--- config.mk ---
export PLATFORM = sky130hd
export DESIGN_NAME = task_dispatch_arbiter
export DESIGN_NICKNAME = d
export VERILOG_FILES = /design/src/rtl/task_dispatch_arbiter.sv
export SDC_FILE = /design/constraint.sdc
export NUM_CORES = 1
export LEC_CHECK = 0
export CORE_MARGIN = 1.5
export CORE_UTILIZATION = 49
export DETAILED_ROUTE_END_ITERATION = 12
export GPL_TIMING_DRIVEN = 0
export PLACE_DENSITY_LB_ADDON = 0.05
export REMOVE_ABC_BUFFERS = 1
export SYNTH_ARGS = -nofsm -noshare
export SYNTH_HDL_FRONTEND = slang
export SYNTH_SLANG_ARGS = --single-unit
--- constraint.sdc ---
create_clock -name i_clk -period 8.2 [get_ports i_clk]
set_clock_uncertainty 0.1 [all_clocks]
set_input_delay 1.64 -clock i_clk [delete_from_list [all_inputs] [get_ports i_clk]]
set_output_delay 1.64 -clock i_clk [all_outputs]
set_load 0.02 [all_outputs]
--- src/rtl/task_dispatch_arbiter.sv ---
// task_dispatch_arbiter: round-robin requester/lane arbiter feeding TaskFIFOs, with per-tree occupancy checks
module task_dispatch_arbiter #(
  parameter int PTW = 16,
  parameter int LEVEL = 4,
  parameter int TREE_NUM = 4,
  parameter int REQ_NUM = 4,
  parameter int TREE_CAP = 15,
  localparam int TREE_NUM_BITS = $clog2(TREE_NUM),
  localparam int REQ_BITS = $clog2(REQ_NUM),
  localparam int CNT_W = $clog2(TREE_CAP + 1),
  localparam int TW = PTW + TREE_NUM_BITS + 1,
  localparam int LW = $clog2(LEVEL)
) (
  input  logic                     i_clk,
  input  logic                     i_rst,
  input  logic [REQ_NUM-1:0]       i_req_valid,
  output logic [REQ_NUM-1:0]       o_req_ready,
  input  logic [REQ_NUM-1:0]       i_req_type,
  input  logic [TREE_NUM_BITS-1:0] i_req_treeId [0:REQ_NUM-1],
  input  logic [PTW-1:0]           i_req_data [0:REQ_NUM-1],
  output logic [LEVEL-1:0]         o_fifo_push,
  output logic [TW-1:0]            o_fifo_data [0:LEVEL-1],
  input  logic [LEVEL-1:0]         i_fifo_full,
  output logic                     o_err,
  output logic [REQ_BITS-1:0]      o_err_id,
  output logic [CNT_W-1:0]         o_tree_cnt [0:TREE_NUM-1]
);
  logic [REQ_BITS-1:0]      r_req_ptr;
  logic [LW-1:0]            r_lane_ptr;
  logic [LEVEL-1:0]         r_push;
  logic [TW-1:0]            r_data [0:LEVEL-1];
  logic                     r_err;
  logic [REQ_BITS-1:0]      r_err_id;
  logic [CNT_W-1:0]         r_cnt [0:TREE_NUM-1];
  logic [LEVEL-1:0]         w_elig;
  logic                     w_lane_ok, w_req_ok, w_gnt, w_type, w_tin, w_legal;
  logic [LW-1:0]            w_lane;
  logic [REQ_BITS-1:0]      w_req;
  logic [TREE_NUM_BITS-1:0] w_t;
  logic [CNT_W-1:0]         w_cnt;
  logic [TW-1:0]            w_pkt;
  // r_push doubles as the last-written-lane mask, blocking same-lane back-to-back writes
  assign w_elig = ~i_fifo_full & ~r_push;
  always_comb begin
    w_lane_ok = 1'b0;
    w_lane = '0;
    for (int k = LEVEL - 1; k >= 0; k--)
      if (w_elig[(int'(r_lane_ptr) + k) % LEVEL]) begin
        w_lane_ok = 1'b1;
        w_lane = LW'((int'(r_lane_ptr) + k) % LEVEL);
      end
  end
  always_comb begin
    w_req_ok = 1'b0;
    w_req = '0;
    for (int k = REQ_NUM - 1; k >= 0; k--)
      if (i_req_valid[(int'(r_req_ptr) + k) % REQ_NUM]) begin
        w_req_ok = 1'b1;
        w_req = REQ_BITS'((int'(r_req_ptr) + k) % REQ_NUM);
      end
  end
  assign w_gnt = !i_rst && w_req_ok && w_lane_ok;
  assign w_type = i_req_type[w_req];
  assign w_t = i_req_treeId[w_req];
  assign w_tin = int'(w_t) < TREE_NUM;
  assign w_cnt = w_tin ? r_cnt[w_t] : '0;
  assign w_legal = w_tin && (w_type ? w_cnt < CNT_W'(TREE_CAP) : w_cnt != '0);
  assign w_pkt = {w_type, w_t, w_type ? i_req_data[w_req] : PTW'(0)};
  assign o_req_ready = w_gnt ? REQ_NUM'(1) << w_req : '0;
  always_ff @(posedge i_clk) begin
    if (i_rst) begin
      r_req_ptr <= '0;
      r_lane_ptr <= '0;
      r_push <= '0;
      r_data <= '{default: '0};
      r_err <= 1'b0;
      r_err_id <= '0;
      r_cnt <= '{default: '0};
    end else begin
      r_push <= '0;
      r_err <= 1'b0;
      if (w_gnt) begin
        r_req_ptr <= REQ_BITS'((int'(w_req) + 1) % REQ_NUM);
        r_lane_ptr <= LW'((int'(w_lane) + 1) % LEVEL);
        if (w_legal) begin
          r_push[w_lane] <= 1'b1;
          r_data[w_lane] <= w_pkt;
          r_cnt[w_t] <= w_type ? r_cnt[w_t] + 1'b1 : r_cnt[w_t] - 1'b1;
        end else begin
          r_err <= 1'b1;
          r_err_id <= w_req;
        end
      end
    end
  end
  assign o_fifo_push = r_push;
  assign o_fifo_data = r_data;
  assign o_err = r_err;
  assign o_err_id = r_err_id;
  assign o_tree_cnt = r_cnt;
endmodule

=== After elaboration in Yosys (flattened, before gate mapping) ===
Cells that the tools add are included.

* Register bits: 103
* Bits of input ports: 86

* $add $sub $neg: 10
* $lt $le $gt $ge: 17
* Shift operators: 1
* Mux-type cells: 62
* Bitwise gates (word level): 14
* Reduce and logical (&&, ||, !) cells: 17

{| class="wikitable"
|+ Operator list
! operator !! number
|-
| 76-bit bitwise mux || 1
|-
| 16-bit 2-to-1 mux || 3
|-
| 19-bit demux with 2-bit select || 1
|-
| 16-bit binary-select mux with 2-bit select || 1
|-
| 1-bit 2-to-1 mux || 26
|-
| 3-bit by 4-bit less-than comparator with 1-bit output, second input constant || 6
|-
| 2-bit 2-to-1 mux || 10
|-
| 4-bit 2-to-1 mux || 5
|-
| 19-bit 2-to-1 mux || 1
|-
| 1-bit binary-select mux with 2-bit select || 9
|-
| 16-bit bitwise mux || 1
|-
| 2-bit OR reduction || 7
|-
| 2-bit by 3-bit less-than comparator with 1-bit output, second input constant || 4
|-
| 3-bit greater-or-equal comparator, second input constant || 3
|-
| 2-bit inverter with 3-bit output || 3
|-
| 2-bit by 1-bit adder with 2-bit output, second input constant || 4
|-
| 2-bit adder, second input constant || 4
|-
| 4-bit binary-select mux with 2-bit select || 1
|-
| 4-bit demux with 2-bit select || 1
|-
| 4-bit inverter || 2
|-
| 1-bit AND, first input constant || 6
|-
| 3-bit by 1-bit less-than comparator with 1-bit output, second input constant || 2
|-
| 1-bit logical AND || 5
|-
| 4-bit by 1-bit adder with 4-bit output, second input constant || 1
|-
| other kinds (12) || 14
|}

=== Logic depth before layout (Yosys ltp) ===
Gate-level depths: netlist (run 1).

* Depth after elaboration: 22
* Depth in mapped cells: 16

=== Worst setup path after synthesis (run 1) ===
Ideal clock, no wire load.

* Kind: input to output
* Start: input port i_req_valid[2]
* End: output port o_req_ready[0]
* Data arrival time: 3.410 ns
* Required time: 6.460 ns
* Slack: 3.050 ns
* Cell stages on the path: 8
* Cells stage by stage: nor2b_1 -> or4b_1 -> buf_2 -> nand2_1 -> clkinv_1 -> clkbuf_1 -> ha_1 -> and2_1

* Cells in the longest elaborated chain, start to end: 10
* Elaborated cells between the ends (all ways): 23
* Those cells by class: 1 x shift; 20 x mux; 2 x reduce/logical

{| class="wikitable"
|+ RTL lines
! what !! line !! source
|-
| start, declared || 16 || <nowiki>input logic [REQ_NUM-1:0] i_req_valid,</nowiki>
|-
| 1-bit binary-select mux with 2-bit select || 57 || <nowiki>if (i_req_valid[(int'(r_req_ptr) + k) % REQ_NUM]) begin</nowiki>
|-
| 1-bit 2-to-1 mux (not written as such) (2 in a row) || 57 ||
|-
| 1-bit 2-to-1 mux (4 in a row) || 57 ||
|-
| 1-bit logical AND (2 in a row) || 62 || <nowiki>assign w_gnt = !i_rst && w_req_ok && w_lane_ok;</nowiki>
|-
| 4-bit 2-to-1 mux * || 69 || <nowiki>assign o_req_ready = w_gnt ? REQ_NUM'(1) << w_req : '0;</nowiki>
|-
| end, declared || 17 || <nowiki>output logic [REQ_NUM-1:0] o_req_ready,</nowiki>
|}

Every way passes the cells marked *; elsewhere a longest branch is shown, timed or not. The select of a mux whose other input is x is not followed.

=== Final worst setup path (run 1) ===
Same ends and word-level chain as after synthesis.

==> metrics.txt, run 1 <==
ys flop type=dfxtp_1; FP Rows=38; Critical Path Sink Type=output port; Final Hold Fails=0; initial DRC count=289; # port buffers=188; total global-route track usage=26.9%; Post-CTS Setup Inserts=0; GR Overflow Total=0; final setup margin=0.425 ns; synth unique cells=49; first-pass GRT wire length=24.4 mm; I/O Pins=189; clock latency on the worst-skew pair=0.38 ns; Combinational Power Share=47.8%; Placer Congestion=0.800; total power=1.90 mW; Worst Path Arrival=6.03 ns; Post-DP HPWL=11.0 mm; Net count, final=925; Die X=108 µm; Post-synth EDFFs=0; Area Growth Syn to Fin=40.7%; worst slack at placement=-0.192 ns; Die Area=11,700 µm²; Hold/Removal Path Class=register to register; post-route clock period utilization=94.8%; max cap viols=0; RSZ-0062 raised after global routing=no; commonest non-fill, non-tap cell in the layout=clkdlybuf4s50_1; Core ar.=10,800 µm²; Final ANT Viol Nets=0; Post-Syn Area per Cell=8.14 µm²; CTS tree=done; CP max FO=36; initial antenna violation count=0; Starting Density=50.1%; Reg clk slew, reported paths=0.10 ns; H-tree Lvls=3; CP startpoint kind=input port; drt total wl=15.7 mm; Clock Path Buffers=2; fin crit period=7.77 ns; Static Leak=2.67 nW; register area share after synthesis=38.0%; sw frac=40.3%; post-route setup TNS=0 ns; Synth Cell Area=5430 µm²; Psw=0.767 mW; run status=finished, final reports clean; Yosys warning count=0; Clock Power Share=20.4%; DIE HEIGHT=108 µm; # clock sinks=103; commonest cells after routing, fill and taps aside=clkdlybuf4s50_1 (187), dfxtp_1 (103), nor2_1 (88), nand2_1 (76), inv_1 (70); pwr dens=249 nW/µm²; max_slew headroom=11.0%; clk root buf=clkbuf_8; largest net degree at the start of global routing=97; Worst-Margin Slew=1.33 ns; internal power=1.14 mW; vias in the first global route=4,950; 1st-pass router iterations=5; critical path class=input port to output port; Worst EP required=6.46 ns; Yosys reg bits=103; Setup-failing EPs final=0; Syn Inst Count=667; layout cells sized above 1=5.16%; hold slack=0.403 ns; worst vdd ir=0.134 mV; design area=7640 µm²; DRC=0; Placed Area=7390 µm²; CTS buffer count=9; vias=5,131; max-slew violations=0; asr flop ratio synth=0%; share of power burned in registers=31.8%; diodes inserted=0; wire per inst=16.1 µm; via density per instance=5.27; Max Freq=0.129 GHz
==> cell families after synthesis <==
group / after synthesis / share of synthesized area [%]
buffers and inverters: 116 / 9.64
XOR/XNOR: 4 / 0.646
AO/OA/AOI/OAI: 100 / 10.1
flip-flops: 103 / 38.0
AND/OR/NAND/NOR: 240 / 20.4
adder cells (fa/ha/maj): 10 / 2.31
multiplexers: 94 / 18.9
==> repair_timing <==
| action | CTS | global route |
|---|---|---|
| hold buffers | 0 | 0 |
| gates resized for setup | 1 | 0 |
| endpoints found under the setup margin | 2 | 0 |
==> critical path, stage by stage <==
cell	delay [ns]
clkdlybuf4s50_1	0.45
nor2b_1	0.20
or4b_1	0.68
nand2_1	1.02
clkinv_2	0.91
ha_1	0.44
and2_1	0.15
clkdlybuf4s50_1	0.54
==> path summary, 6_finish.rpt <==
check	slack (ns)	end	depth (start not counted)	from
hold reg to reg	0.40	o_fifo_data[17]$_SDFFE_PP0P_	2	o_fifo_data[17]$_SDFFE_PP0P_
hold / removal	0.40	o_fifo_data[17]$_SDFFE_PP0P_	2	o_fifo_data[17]$_SDFFE_PP0P_
setup reg to reg	2.18	o_fifo_data[4]$_SDFFE_PP0P_	13	r_req_ptr[1]$_SDFFE_PP0P_
setup / recovery	0.43	o_req_ready[0]	8	i_req_valid[2]
==> per-layer routing <==
layer  track usage (%)  part of all wire, %  vias to the layer above
li1                  -                    -                     2527
met1              29.3                   40                     2381
met2              49.0                   50                      190
met3              8.32                  7.9                       33
met4              9.77                  2.6                        0
met5                 0                    0                        -
==> synthesized netlist by cell type, types with 2 or more instances <==
cell type	n	share of area, %
dfxtp_1	103	38
nor2_1	89	6.2
nand2_1	76	5.3
inv_1	70	4.8
mux2_1	64	13
a21oi_1	50	4.6
o21ai_0	32	3.0
clkbuf_1	29	2.0
mux2i_1	25	4.6
nor3_1	21	1.9
nand3_1	17	1.6
buf_6	11	2.3
ha_1	10	2.3
mux2_2	5	1.0
and2_1	4	0.46
and3_1	4	0.46
buf_2	4	0.37
nand4_1	4	0.46
nor2b_1	4	0.46
nor3_2	4	0.74
o22ai_1	4	0.46
and4_1	3	0.48
xnor2_1	3	0.48
nand2b_1	2	0.23
nor4_1	2	0.23
o211ai_1	2	0.28
o21ai_1	2	0.18
o21bai_1	2	0.28
==> power groups by stage <==
stage               Clock [mW]  Combinational (mW)  Sequential, mW
CTS                      0.396               0.909           0.605
finish                   0.388               0.909           0.606
global placement             0               0.840           0.613
floorplan                    0               0.471           0.679
detailed placement           0               0.901           0.616
global route             0.416               0.982           0.614
==> per-stage QoR <==
step / util [%] / instances
2_1_floorplan: - / 623
3_3_place_gp: 66.7 / 951
4_1_cts: 70.5 / 973
6_report: 70.5 / 973
5_1_grt: 70.5 / 973
3_5_place_dp: 68.2 / 958
==> flip-flops by register name, indices dropped and copies added, names as in the netlist <==
| name | flops |
|---|---|
| o_fifo_data | 76 |
| o_tree_cnt | 16 |
| o_fifo_push | 4 |
| o_err_id | 2 |
| r_lane_ptr | 2 |
| r_req_ptr | 2 |
| o_err | 1 |
==> final cells by class <==
class	count	area [µm²]
inverters	72	272
multi-input cells	448	2870
clock inverters	5	106
fillers	881	3200
flip-flops and latches	103	2060
repair buffers	195	2010
clock buffers	10	138
well taps	140	175
(Power assumes the default switching activity.)
==> inputs of run 2 (changes only) <==
--- a/config.mk
+++ b/config.mk
@@ -6,9 +6,9 @@
 export NUM_CORES = 1
 export LEC_CHECK = 0
 export CORE_MARGIN = 1.5
-export CORE_UTILIZATION = 49
+export CORE_UTILIZATION = 46
 export DETAILED_ROUTE_END_ITERATION = 12
-export GPL_TIMING_DRIVEN = 0
+export MAX_ROUTING_LAYER = met4
 export PLACE_DENSITY_LB_ADDON = 0.05
 export REMOVE_ABC_BUFFERS = 1
 export SYNTH_ARGS = -nofsm -noshare
==> constraint.sdc (replaced) <==
create_clock -name i_clk -period 7.38 [get_ports i_clk]
set_clock_uncertainty 0.1 [all_clocks]
set_input_delay 1.476 -clock i_clk [delete_from_list [all_inputs] [get_ports i_clk]]
set_output_delay 1.476 -clock i_clk [all_outputs]
set_load 0.02 [all_outputs]
==> metrics.txt, run 2 (same netlist as run 1, synthesis figures left out) <==
run status=finished, final reports clean; initial DRC count=338; CP peak stage delay=0.61 ns; Most common cell on crit path=clkdlybuf4s50_1; Critical Path Sink Type=output port; max-slew violations=0; final std cells w/o fill=982; worst r2r src=r_req_ptr[1]$_SDFFE_PP0P_; Static Leak=2.68 nW; Net count, final=930; Die X=112 µm; Max Freq=0.168 GHz; Reg clk slew, reported paths=0.07 ns; worst slack at placement=1.25 ns; # clock sinks=103; Worst EP required=5.80 ns; wire per inst=16.0 µm; Post-DP HPWL=11.5 mm; initial antenna violation count=0; pwr dens=278 nW/µm²; DRC=0; post-CTS sizing=0; max_slew headroom=54.4%; vias in the first global route=5,091; Worst Path Arrival=4.38 ns; GR Overflow Total=0; fin crit period=5.96 ns; CP max FO=16; FP Rows=39; Worst R2R Setup Slack=2.96 ns; Starting Density=47.3%; final setup margin=1.42 ns; 1st-pass router iterations=5; RSZ-0062 raised after global routing=no; worst vdd ir=0.229 mV; clk root buf=clkbuf_16; Min-Delay Endpoint=o_fifo_data[54]$_SDFFE_PP0P_; worst-path cell chain=clkdlybuf4s50_1 > nor2b_1 > a211o_1 > nand2_1 > inv_1 > buf_4 > ha_1 > and2_1 > clkdlybuf4s50_1; Core ar.=11,500 µm²; diodes inserted=0; DIE HEIGHT=112 µm; max cap viols=0; # port buffers=188; slowest stage cell, crit path=clkdlybuf4s50_1; CTS buffer count=9; commonest cells after routing, fill and taps aside=clkdlybuf4s50_1 (187), dfxtp_1 (103), nor2_1 (88), nand2_1 (76), inv_1 (70); H-tree Lvls=3; Final Hold Fails=0; first-pass GRT wire length=24.9 mm; hold path start=o_fifo_data[54]$_SDFFE_PP0P_; Hold/Removal Path Class=register to register; hold depth=2; drt total wl=15.8 mm; Placed Cells incl. Taps=966; I/O Pins=189; layout cells sized above 1=5.72%; post-route clock period utilization=80.7%; Worst-Margin Slew=0.664 ns; via density per instance=5.28; CTS tree=done; Post-CTS Setup Inserts=0; total power=2.12 mW; commonest non-fill, non-tap cell in the layout=clkdlybuf4s50_1; total global-route track usage=26.0%; CTS Hold Bufs=0; Placer Congestion=0.904; Area Growth Syn to Fin=40.7%; Largest register FFs=76; CP startpoint kind=input port; post-route setup TNS=0 ns; Setup-failing EPs final=0; clock latency on the worst-skew pair=0.34 ns; vias=5,186; capture point of the worst reg-to-reg path=o_fifo_data[19]$_SDFFE_PP0P_; Die Area=12,500 µm²; number of fill cells=979; worst r2r path cells=12; critical path class=input port to output port; Final ANT Viol Nets=0; Clock Path Buffers=2; largest net degree at the start of global routing=66
==> run 2: changes by cell type in the layout (fill, tap and decap cells not counted) <==
cell        change
buf_16          -3
buf_2           +1
buf_4          +10
buf_6           -1
buf_8           -2
bufinv_16       -3
clkbuf_16       +9
clkbuf_8        -9
clkinv_1        +1
clkinv_2        +1
clkinvlp_4      +1
inv_8           +1
==> run 2: metrics by stage <==
| stage | utilization (%) | instance area (µm²) | hold WS, ns |
|---|---|---|---|
| 6_report | 66.6 | 7640 | 0.397 |
| 5_1_grt | 66.6 | 7640 | 0.432 |
| 4_1_cts | 66.6 | 7640 | 0.403 |
| 3_5_place_dp | 64.1 | 7350 | 0.387 |
| 3_3_place_gp | 64.1 | 7350 | 0.374 |
| 2_1_floorplan | - | 5170 | 0.375 |
==> run 2: critical path: cells and delay by family <==
family / cells / cell delay, ns
and+or+nand+nor: 3 / 0.70
AOI/OAI and AO/OA: 1 / 0.20
buffers and inverters: 4 / 1.82
adders and majority gates: 1 / 0.18
==> run 2: how the worst max path moves through the flow <==
stage | endpoint | start | cells past startpoint | slack, ns
5_1_grt | o_fifo_data[30]$_SDFFE_PP0P_ | i_req_valid[2] | 14 | 1.23
2_1_floorplan | o_fifo_data[0]$_SDFFE_PP0P_ | i_req_valid[2] | 11 | 1.37
6_report | o_req_ready[2] | i_req_valid[2] | 9 | 1.42
3_5_place_dp | o_fifo_data[21]$_SDFFE_PP0P_ | i_req_valid[2] | 14 | 1.25
3_3_place_gp | o_fifo_data[33]$_SDFFE_PP0P_ | i_req_valid[1] | 13 | 1.45
4_1_cts | o_req_ready[2] | i_req_valid[1] | 8 | 1.44
==> run 2: layer usage <==
| metal | wire length (µm) | global-route usage (%) | up-vias |
|---|---|---|---|
| met5 | 0 | - | - |
| met4 | 286 | 8.27 | 0 |
| met3 | 1030 | 8.22 | 19 |
| met2 | 8200 | 47.0 | 169 |
| met1 | 6240 | 26.9 | 2473 |
| li1 | - | - | 2525 |
==> run 2: area by class of cell <==
class                      instances  area [µm²]  share of cell area [%]
multi-input combinational        448        2870                    37.6
sequential                       103        2060                    27.0
timing repair buffer             200        1970                    25.8
inverter                          72         270                    3.54
clock buffer                      10         239                    3.13
tap                              143         179                    2.34
clock inverter                     6        45.0                   0.590
==> run 2: where the power goes <==
part / switching, mW / internal, mW / leakage, nW
combinational: 0.599 / 0.398 / 1.71
sequential: 0.0508 / 0.625 / 0.834
clock: 0.211 / 0.240 / 0.136
